==> config.mk <==
export PLATFORM = sky130hd
export DESIGN_NAME = flick_cond
export DESIGN_NICKNAME = d
export VERILOG_FILES = /design/src/rtl/flick_cond.sv
export SDC_FILE = /design/constraint.sdc
export NUM_CORES = 1
export LEC_CHECK = 0
export BUFFER_PORTS_ARGS = -buffer_cell sky130_fd_sc_hd__buf_2
export CELL_PAD_IN_SITES_DETAIL_PLACEMENT = 1
export CELL_PAD_IN_SITES_GLOBAL_PLACEMENT = 1
export CORE_MARGIN = 1
export CORE_UTILIZATION = 30
export CTS_BUF_LIST = sky130_fd_sc_hd__clkbuf_16
export DETAILED_ROUTE_END_ITERATION = 7
export MAX_ROUTING_LAYER = met4
export PLACE_DENSITY_LB_ADDON = 0.15
export SETUP_SLACK_MARGIN = 0.2
export SLEW_MARGIN = 0
export SYNTH_ARGS = -nofsm -noshare
export SYNTH_HDL_FRONTEND = slang
export SYNTH_SLANG_ARGS = --single-unit
==> constraint.sdc <==
create_clock -name clk -period 1.7 [get_ports clk]
set_input_delay 0 -clock clk [delete_from_list [all_inputs] [get_ports clk]]
set_output_delay 0 -clock clk [all_outputs]
set_load 0.02 [all_outputs]
==> src/rtl/flick_cond.sv <==
// flick_cond: conditions the raw flick push-button for the bound flasher.
//
// The raw button passes through a synchroniser and then a debounce FSM.
// The debounced level is stretched so that the flasher, which samples only
// at its kickback points, cannot miss a short press.
//
// Parameters
//   SYNC_STG : synchroniser flop stages (>= 2)
//   DB_CYC   : consecutive disagreeing samples needed to toggle btn_db (>= 2)
//   STR_CYC  : minimum flick high time after a debounced press (>= 1)
//   CNT_W    : press counter width
//
// Ports
//   clk        : system clock, rising edge
//   rst_n      : synchronous active-low reset
//   btn_in     : raw asynchronous button, may bounce
//   clr_cnt    : synchronous clear of press_cnt (wins over a coincident press)
//   btn_db     : debounced, synchronised button level (registered)
//   flick      : stretched request, btn_db | (stretch counter != 0)
//   flick_rise : one-cycle pulse on each debounced 0->1 transition (registered)
//   press_cnt  : saturating count of debounced presses
module flick_cond #(
  parameter int SYNC_STG = 2,
  parameter int DB_CYC   = 4,
  parameter int STR_CYC  = 32,
  parameter int CNT_W    = 8
) (
  input  logic             clk,
  input  logic             rst_n,
  input  logic             btn_in,
  input  logic             clr_cnt,
  output logic             btn_db,
  output logic             flick,
  output logic             flick_rise,
  output logic [CNT_W-1:0] press_cnt
);

  localparam int DW = $clog2(DB_CYC);
  localparam int SW = $clog2(STR_CYC + 1);

  localparam logic [DW-1:0] DB_LAST  = DW'(DB_CYC - 1);
  localparam logic [DW-1:0] DB_FIRST = DW'(1);
  localparam logic [SW-1:0] STR_LOAD = SW'(STR_CYC - 1);

  typedef enum logic [1:0] {
    IDLE_LO = 2'd0,
    CHK_HI  = 2'd1,
    IDLE_HI = 2'd2,
    CHK_LO  = 2'd3
  } db_state_t;

  logic [SYNC_STG-1:0] r_sync;
  logic                w_s_btn;

  db_state_t           r_state;
  db_state_t           w_state_nxt;
  logic [DW-1:0]       r_db_cnt;
  logic [DW-1:0]       w_db_cnt_nxt;
  logic                r_btn_db;
  logic                w_btn_db_nxt;
  logic                w_rise_nxt;
  logic                r_flick_rise;

  logic [SW-1:0]       r_str_cnt;
  logic [CNT_W-1:0]    r_press_cnt;

  // ---------------------------------------------------------------------------
  // Synchroniser
  // ---------------------------------------------------------------------------
  always_ff @(posedge clk) begin
    if (!rst_n) begin
      r_sync <= '0;
    end else begin
      r_sync <= {r_sync[SYNC_STG-2:0], btn_in};
    end
  end

  assign w_s_btn = r_sync[SYNC_STG-1];

  // ---------------------------------------------------------------------------
  // Debounce FSM: state register
  // ---------------------------------------------------------------------------
  always_ff @(posedge clk) begin
    if (!rst_n) begin
      r_state      <= IDLE_LO;
      r_db_cnt     <= '0;
      r_btn_db     <= 1'b0;
      r_flick_rise <= 1'b0;
    end else begin
      r_state      <= w_state_nxt;
      r_db_cnt     <= w_db_cnt_nxt;
      r_btn_db     <= w_btn_db_nxt;
      r_flick_rise <= w_rise_nxt;
    end
  end

  // ---------------------------------------------------------------------------
  // Debounce FSM: next state. The IDLE state already counts as the first
  // disagreeing sample, so CHK_* needs DB_CYC-1 more to toggle.
  // ---------------------------------------------------------------------------
  always_comb begin
    w_state_nxt  = r_state;
    w_db_cnt_nxt = r_db_cnt;
    w_btn_db_nxt = r_btn_db;

    case (r_state)
      IDLE_LO: begin
        w_btn_db_nxt = 1'b0;
        if (w_s_btn) begin
          w_state_nxt  = CHK_HI;
          w_db_cnt_nxt = DB_FIRST;
        end
      end

      CHK_HI: begin
        if (!w_s_btn) begin
          w_state_nxt  = IDLE_LO;
          w_db_cnt_nxt = '0;
        end else if (r_db_cnt == DB_LAST) begin
          w_state_nxt  = IDLE_HI;
          w_btn_db_nxt = 1'b1;
          w_db_cnt_nxt = '0;
        end else begin
          w_db_cnt_nxt = r_db_cnt + DB_FIRST;
        end
      end

      IDLE_HI: begin
        w_btn_db_nxt = 1'b1;
        if (!w_s_btn) begin
          w_state_nxt  = CHK_LO;
          w_db_cnt_nxt = DB_FIRST;
        end
      end

      CHK_LO: begin
        if (w_s_btn) begin
          w_state_nxt  = IDLE_HI;
          w_db_cnt_nxt = '0;
        end else if (r_db_cnt == DB_LAST) begin
          w_state_nxt  = IDLE_LO;
          w_btn_db_nxt = 1'b0;
          w_db_cnt_nxt = '0;
        end else begin
          w_db_cnt_nxt = r_db_cnt + DB_FIRST;
        end
      end

      default: begin
        w_state_nxt  = IDLE_LO;
        w_btn_db_nxt = 1'b0;
        w_db_cnt_nxt = '0;
      end
    endcase
  end

  // Rise pulse registers on the same edge btn_db goes high.
  assign w_rise_nxt = w_btn_db_nxt & ~r_btn_db;

  // ---------------------------------------------------------------------------
  // Stretch counter. btn_db covers the first high cycle; loading STR_CYC-1
  // from the registered rise pulse covers the remaining cycles, giving an
  // exact STR_CYC-cycle minimum. A new rise reloads (retrigger).
  // ---------------------------------------------------------------------------
  always_ff @(posedge clk) begin
    if (!rst_n) begin
      r_str_cnt <= '0;
    end else if (r_flick_rise) begin
      r_str_cnt <= STR_LOAD;
    end else if (r_str_cnt != '0) begin
      r_str_cnt <= r_str_cnt - SW'(1);
    end
  end

  // ---------------------------------------------------------------------------
  // Saturating press counter; clear wins over a coincident rise.
  // ---------------------------------------------------------------------------
  always_ff @(posedge clk) begin
    if (!rst_n) begin
      r_press_cnt <= '0;
    end else if (clr_cnt) begin
      r_press_cnt <= '0;
    end else if (r_flick_rise && (r_press_cnt != '1)) begin
      r_press_cnt <= r_press_cnt + CNT_W'(1);
    end
  end

  // ---------------------------------------------------------------------------
  // Outputs. flick is an OR of registered terms only.
  // ---------------------------------------------------------------------------
  assign btn_db     = r_btn_db;
  assign flick_rise = r_flick_rise;
  assign press_cnt  = r_press_cnt;
  assign flick      = r_btn_db | (r_str_cnt != '0);

endmodule

# Yosys cells after proc, flatten, opt, wreduce, memory -nomap -nowiden
# Index checks and enable logic that the tools add are counted.
[classes] bitwise_logic=4 addsub=3 eq_ne=9 n_mux=19 n_reduce_logical=8
[op_table] operator="$mux W2" count=10
[op_table] operator="$pmux W2 S4" count=2
[op_table] operator="$mux W5" count=2
[op_table] operator="$add A8 B1 Y8 const B" count=1
[op_table] operator="$ne A8 B8 Y1 const B" count=1
[op_table] operator="$eq A2 B2 Y1 const B" count=3
[op_table] operator="$ne A3 B3 Y1 const B" count=2
[op_table] operator="$reduce_bool A6 Y1" count=1
[op_table] operator="$sub A6 B1 Y6 const B" count=1
[op_table] operator="$mux W1" count=4
[op_table] operator="$ne A2 B2 Y1 const B" count=2
[op_table] operator="$pmux W1 S4" count=1
[op_table] operator="$reduce_and A4 Y1" count=1
[op_table] operator="$reduce_or A2 Y1" count=2
[op_table] operator="$add A2 B1 Y2 const B" count=1
[op_table] operator="$eq A2 B1 Y1 const B" count=1
[op_table] operator="$logic_not A2 Y1" count=1
[op_table] operator="$not A1 Y1" count=2
[op_table] operator="$reduce_and A2 Y1" count=1
[op_table] operator="$reduce_bool A2 Y1" count=1
[op_table] operator="$and A1 B1 Y1" count=1
[op_table] operator="$logic_and A1 B1 Y1" count=1
[op_table] operator="$or A1 B1 Y1" count=1
[word_totals] reg_bits=22 wordCells=51 in_bits=4

# Depth between registers and ports, before layout
# Gate-level depths: netlist of the first run.
[depth] word_depth=5 ltp_mapped=5 ltp_nobuf=5

# Least setup slack after synthesis of the first run
# No wires, ideal clock.
[synth_path] path_kind="register to register" startpoint="register r_press_cnt[0], in the netlist press_cnt[0]" endpoint="register r_press_cnt[0], in the netlist press_cnt[0]" t_required_ns=1.574 t_arrival_ns=1.340 setup_slack_ns=0.234 stages_incl_launch_ff=6 n_path_buf=1 path_cell_list="dfxtp_1 > ha_1 > and4_1 > clkbuf_1 > a21boi_1 > mux2i_1"
[synth_between] elab_chain_cells=2
[synth_rtl] element="start, declared" line_no="65" text="logic [CNT_W-1:0] r_press_cnt;"
[synth_rtl] element="start signal, assigned" line_no="184" text="r_press_cnt <= r_press_cnt + CNT_W'(1);"
[synth_rtl] element="branches (longest 2 deep; another with $add A8 B1 Y8)"
# Parallel ways; which one is timed is not known.
# A chain may end at the register's enable or synchronous reset.

# Worst setup path in the final report of the first run
[layout_path] startpoint="register r_str_cnt[0]" endpoint="output flick"
[layout_between] elab_chain_cells=2
[layout_rtl] element="start, declared" line_no="64" text="logic [SW-1:0] r_str_cnt;"
[layout_rtl] element="start signal, assigned" line_no="171" text="r_str_cnt <= r_str_cnt - SW'(1);"
[layout_rtl] element="$reduce_bool A6 Y1" line_no="194" text="assign flick = r_btn_db | (r_str_cnt != '0);"
[layout_rtl] element="$or A1 B1 Y1" line_no="194"
[layout_rtl] element="end, declared" line_no="33" text="output logic flick,"
# Every way passes these cells.

==> summary.txt, run 1 <==
STA
  – Clock Skew: just under 0.005 ns
  – Tmin final: approximately 1.5 ns
  – RSZ-0062 raised after global routing: yes
  – Hold Violations, Final: 0
  – Fin. max-slew vios: 0
  – Final setup violation count: 0
  – Final Cycle Share: between 80% and 90%
  – Worst slew margin: about three quarters
  – Final setup TNS: 0 ns
  – FMAX: around 670 MHz
  – Worst slew pin tran: 0.3955 ns
  – Worst-case hold slack: 0.09975 ns

Final layout
  – Fraction of layout cells with a size suffix above 1: a little over a quarter
  – Layout Nets: 139
  – Filler Cell Count: between 300 and 400
  – # diodes: 0
  – P&R area growth vs syn: 27.57%
  – Finished Layout Cells: roughly 180

Logic synthesis
  – Count leader, synth: dfxtp_1
  – Syn avg cell area: approximately 9.2 um^2
  – Yosys warns: 0
  – Seq/Total Area, Yosys: between 40% and 50%
  – Leading post-synthesis cells by cell area: dfxtp_1, a21oi_1, ha_1
  – List of most frequent post-synthesis cells: dfxtp_1, a21oi_1, nand2_1
  – Share of the synthesized area in the top cell type: about 43%
  – Synth area leader: dfxtp_1
  – #FFs+latches synth: 22
  – Net Count, Synth: 120
  – Post-synth EDFFs: 0
  – Asr flop ratio synth: 0%
  – Syn Inst Count: ~110
  – Synthesized area: a little over 0.001 mm^2
  – Synth Flop Type: dfxtp_1
  – Unique masters post-synth: 40

Route
  – Routed Antenna Nets: 0
  – Initial DRC count: 24
  – WL final: 2404 um
  – Drt drc: 0
  – DR vias: about 900
  – Post-DR vias/cell: ~5.2
  – DRT Pass-1 Iters: 4
  – WL/cell: between 10 and 15 um

Floorplan
  – DIE HEIGHT: 60.73 um
  – Chip width: 60.73 um
  – Area of the die: around 0.0037 mm^2
  – I/O Pins: 15
  – Rows: 20
  – Initial core utilization: 32.82%
  – Core Area: 0.003153 mm^2

CTS
  – Clk_lat worst skew: roughly 0.26 ns
  – CTS tree: built
  – Root buf cell: clkbuf_16
  – Clock transition at path regs: 0.06 ns
  – Num CTS Buffers: 3
  – H-tree Lvls: 1
  – Max clock buf depth: 2
  – Sink Count: 22

Global route
  – Global-route wire length before repair: around 4100 um
  – Grt ovf: 0
  – Largest net degree at the start of global routing: 16
  – Total GRT Usage: 15.58%
  – Vias in the first global route: 908
  – Initial antenna violation count: 0

Power and ir drop
  – PD cells: 1414 mW/mm^2
  – Max IR drop VDD: between 400 and 500 uV
  – Static Leak: about 0.54 nW

Run
  – Max cap viols: 0

Critical path
  – Path type of the worst setup path: reg -> out
  – Critical path peak fanout: 5
  – Critical path data arrival time: 1.49 ns
  – Worst setup EP type: output pin
  – CP Launch Type: register
  – WP data required: roughly 1.7 ns

Placed design
  – Dpl cells: approximately 170
  – Port Buf Inserts: 14
  – Hpwl dp: between 1500 and 2000 um
  – RePlAce Congestion: between 0.7 and 0.8

Run status
  – Status: complete, no violations

Hold path
  – Hold crit path type: in -> reg
==> final cells by class <==
class	count	area, um^2	area share (%)
clock inverter	1	30.03	2.275
clock buffer	3	75.07	5.687
sequential	22	442.9	33.55
multi-input combinational	83	593.1	44.93
timing repair buffer	18	108.9	8.246
inverter	4	15.01	1.137
tap	44	55.05	4.171
==> stage by stage <==
| stage | total power [mW] | setup slack [ns] | instance area, um^2 | utilization (%) |
|---|---|---|---|---|
| 3_3_place_gp | 1.062 | 0.2102 | 1152 | 36.55 |
| 6_report | 1.867 | 0.2132 | 1320 | 41.87 |
| 4_1_cts | 1.802 | 0.1867 | 1282 | 40.67 |
| 3_5_place_dp | 1.075 | 0.1685 | 1152 | 36.55 |
| 5_1_grt | 1.982 | 0.1165 | 1320 | 41.87 |
| 2_1_floorplan | 0.9738 | 0.2339 | 1035 | - |
==> cells in the final DEF (no fill, tap or decap), types with 3 or more instances in the layout <==
| master | netlist | routed |
|---|---|---|
| and3_1 | 3 | 3 |
| nor3_1 | 3 | 3 |
| inv_1 | 4 | 3 |
| buf_2 | 0 | 13 |
| a21oi_1 | 8 | 7 |
| nand2_1 | 8 | 8 |
| nand2b_1 | 3 | 3 |
| nor2b_1 | 3 | 3 |
| mux2i_1 | 3 | 3 |
| nand3_1 | 5 | 5 |
| dfxtp_1 | 22 | 20 |
| nor2_1 | 5 | 5 |
| o21ai_0 | 4 | 4 |
| clkbuf_16 | 0 | 3 |
| buf_4 | 0 | 3 |
==> what timing repair did <==
action | CTS | global route
gates resized for setup | 2 | 11
setup buffers | 1 | 1
pin swaps | 0 | 2
hold endpoints to repair | 1 | 0
hold buffers | 1 | 0
endpoints found under the setup margin | 2 | 7
==> registers in the layout (all words and copies together) (netlist names), named ones only <==
name	count
press_cnt	8
r_str_cnt	6
r_db_cnt	2
r_sync	2
btn_db	1
flick_rise	1
r_state	1
==> per-layer routing <==
metal | GRT usage, % | vias to the layer above | part of all wire, %
li1 | - | 457 | -
met1 | 19.79 | 442 | 49
met2 | 24.80 | 10 | 48
met3 | 1.279 | 2 | 1.9
met4 | 7.792 | 0 | 0.58
met5 | - | - | 0
==> cell families (layout without fill, tap and decap cells) <==
logic type	Yosys count	after routing	share of synthesized area [%]
AND/OR/NAND/NOR	46	46	26.97
AO/OA/AOI/OAI	30	30	20.19
flip-flops	22	22	42.56
buffers and inverters	8	26	2.901
adder cells (fa/ha/maj)	3	3	3.628
multiplexers	3	3	2.902
XOR/XNOR	1	1	0.8466
==> worst paths after layout <==
path / start / end / slack [ns] / cells past startpoint
worst min register to register: r_sync[0]$_SDFF_PN0_ / r_sync[1]$_SDFF_PN0_ / 0.44 / 1
worst max register to register: r_str_cnt[1]$_SDFFE_PN0P_ / r_str_cnt[4]$_SDFFE_PN0P_ / 0.25 / 6
worst max-delay path: r_str_cnt[0]$_SDFFE_PN0P_ / flick / 0.21 / 6
worst min-delay path: rst_n / r_str_cnt[1]$_SDFFE_PN0P_ / 0.1 / 2
==> worst max-delay path: stages, from the launching register on <==
cell and delay (ns):
dfxtp_2 0.33, inv_2 0.05, ha_2 0.18, nor3b_4 0.28, and2_4 0.20, nand2_1 0.06, buf_6 0.13
==> power breakdown <==
group          switching, mW  internal, mW
clock network          0.195         0.468
logic                  0.243         0.307
registers             0.0740         0.580
total                  0.512          1.35
Note: power is estimated with default switching activity, not from simulation.
==> inputs of run 2 (changes only) <==
RECOVER_POWER = 25   (was default)
==> summary.txt, run 2 (same netlist as run 1, synthesis figures left out) <==
Placed design
  – Placed cell areas: 0.001152 mm^2 (unchanged)
  – Port Buf Inserts: 14 (unchanged)
  – RePlAce Congestion: 0.7386 (unchanged)
  – Hpwl dp: 1698 um (unchanged)

Final layout
  – Fraction of layout cells with a size suffix above 1: 22.14% (was 26.72%)
  – Final cell area excluding filler cells: 0.001313 mm^2 (was 0.001320 mm^2)
  – Max reg flops: 8 (unchanged)
  – # diodes: 0 (unchanged)
  – Most frequent cells in the layout: dfxtp_1, nand2_1, a21oi_1, buf_2, clkbuf_1 (was dfxtp_1, buf_2, nand2_1, a21oi_1)
  – Layout Nets: 139 (unchanged)
  – P&R area growth vs syn: 26.84% (was 27.57%)
  – Most common cell after layout, fill and taps aside: dfxtp_1 (unchanged)
  – Filler Cell Count: 385 (was 383)

Global route
  – Grt ovf: 0 (unchanged)
  – Initial antenna violation count: 0 (unchanged)
  – Total GRT Usage: 15.58% (unchanged)
  – Global-route wire length before repair: 4146 um (unchanged)
  – Met3 GRT Util: 1.279% (unchanged)
  – Largest net degree at the start of global routing: 16 (unchanged)
  – Met2 Track Usage GR: 24.80% (unchanged)
  – Vias in the first global route: 908 (unchanged)
  – Met1 GRT Util: 19.79% (unchanged)
  – GRT Max-Usage Layer: met2 (unchanged)

Power and ir drop
  – PD cells: 1422 mW/mm^2 (was 1414 mW/mm^2)
  – Max IR drop VDD: 484.4 uV (was 484.6 uV)
  – PnR Total Power: 1.867 mW (about the same)
  – Static Leak: 0.5096 nW (was 0.5369 nW)

Route
  – Initial DRC count: 23 (was 24)
  – WL final: 2410 um (was 2404 um)
  – WL/cell: 13.77 um (was 13.74 um)
  – Routed Antenna Nets: 0 (unchanged)
  – Post-DR vias/cell: 5.200 (was 5.206)
  – Drt drc: 0 (unchanged)
  – DR vias: 910 (was 911)
  – DRT Pass-1 Iters: 4 (unchanged)

Floorplan
  – Chip width: 60.73 um (unchanged)
  – I/O Pins: 15 (unchanged)
  – Rows: 20 (unchanged)
  – Area of the die: 0.003688 mm^2 (unchanged)
  – Core Area: 0.003153 mm^2 (unchanged)
  – Initial core utilization: 32.82% (unchanged)
  – DIE HEIGHT: 60.73 um (unchanged)

Run status
  – Status: complete, no violations (unchanged)

CTS
  – Sink Count: 22 (unchanged)
  – Root buf cell: clkbuf_16 (unchanged)
  – H-tree Lvls: 1 (unchanged)
  – Clk_lat worst skew: 0.26 ns (about the same)
  – Clock transition at path regs: 0.06 ns (about the same)
  – CTS tree: built (unchanged)
  – Max clock buf depth: 2 (unchanged)
  – Num CTS Buffers: 3 (unchanged)

STA
  – Worst slew margin: 73.68% (was 73.58%)
  – RSZ-0062 raised after global routing: yes (unchanged)
  – Worst slew pin tran: 0.3939 ns (was 0.3955 ns)
  – Final setup violation count: 0 (unchanged)
  – Final Cycle Share: 87.46% (about the same)
  – Clock Skew: 0.004893 ns (was 0.004921 ns)
  – Tmin final: 1.487 ns (about the same)
  – Final setup TNS: 0 ns (unchanged)
  – Hold Violations, Final: 0 (unchanged)
  – Fin. max-slew vios: 0 (unchanged)
  – FMAX: 672.6 MHz (about the same)

Critical path
  – Path type of the worst setup path: reg -> out (unchanged)
  – CP Launch Type: register (unchanged)
  – WP data required: 1.70 ns (about the same)
  – Critical path peak fanout: 5 (unchanged)
  – Critical path data arrival time: 1.49 ns (about the same)
  – Worst setup EP type: output pin (unchanged)

Hold path
  – Hold crit path type: in -> reg (unchanged)

Run
  – Max cap viols: 0 (unchanged)
-- run 2: power breakdown --
part | total (mW) | switching [mW] | internal [mW]
Combinational | 0.550 | 0.243 | 0.307
Clock | 0.663 | 0.195 | 0.468
Sequential | 0.654 | 0.0740 | 0.580
-- run 2: cell type report --
cell class | count | area [um^2] | area share (%)
multi-input cells | 83 | 593.1 | 45.19
repair buffers | 18 | 101.3 | 7.722
clock buffers | 3 | 75.07 | 5.720
well taps | 44 | 55.05 | 4.194
flip-flops and latches | 22 | 442.9 | 33.75
inverters | 4 | 15.01 | 1.144
clock inverters | 1 | 30.03 | 2.288
-- run 2: path summary, 6_finish.rpt --
check	to	slack, ns	cells past startpoint	start
setup / recovery	flick	0.21	6	r_str_cnt[0]$_SDFFE_PN0P_
hold / removal	r_str_cnt[1]$_SDFFE_PN0P_	0.1	2	rst_n
setup reg to reg	r_str_cnt[4]$_SDFFE_PN0P_	0.25	6	r_str_cnt[1]$_SDFFE_PN0P_
hold reg to reg	r_sync[1]$_SDFF_PN0_	0.45	1	r_sync[0]$_SDFF_PN0_
-- run 2: per-layer routing --
layer	vias to the layer above	part of all wire (%)	wire [um]
met5	-	0	0
met3	2	2.0	47
met4	0	0.58	14
li1	457	-	-
met1	441	49	1176
met2	10	49	1171
-- run 2: critical path, stage by stage, from the launching register on --
cell,delay (ns)
dfxtp_2,0.33
inv_2,0.05
ha_2,0.18
nor3b_4,0.28
and2_4,0.20
nand2_1,0.06
buf_6,0.13
-- run 2: repair_timing --
| item | 4_1_cts | 5_1_grt |
|---|---|---|
| resized for setup | 2 | 11 |
| pin swaps | 0 | 2 |
| hold buffers | 1 | 0 |
| hold endpoints to repair | 1 | 0 |
| buffers inserted | 1 | 1 |
| endpoints found under the setup margin | 2 | 7 |
-- run 2: per-stage QoR --
step                cells  worst slack (ns)  utilization [%]  hold WS (ns)
finish                175            0.2132            41.63       0.09905
global route          175            0.1165            41.63        0.1240
CTS                   174            0.1867            40.67        0.1053
detailed placement    168            0.1685            36.55        0.2154
global placement      168            0.2102            36.55        0.2152
floorplan             113            0.2339                -        0.1273
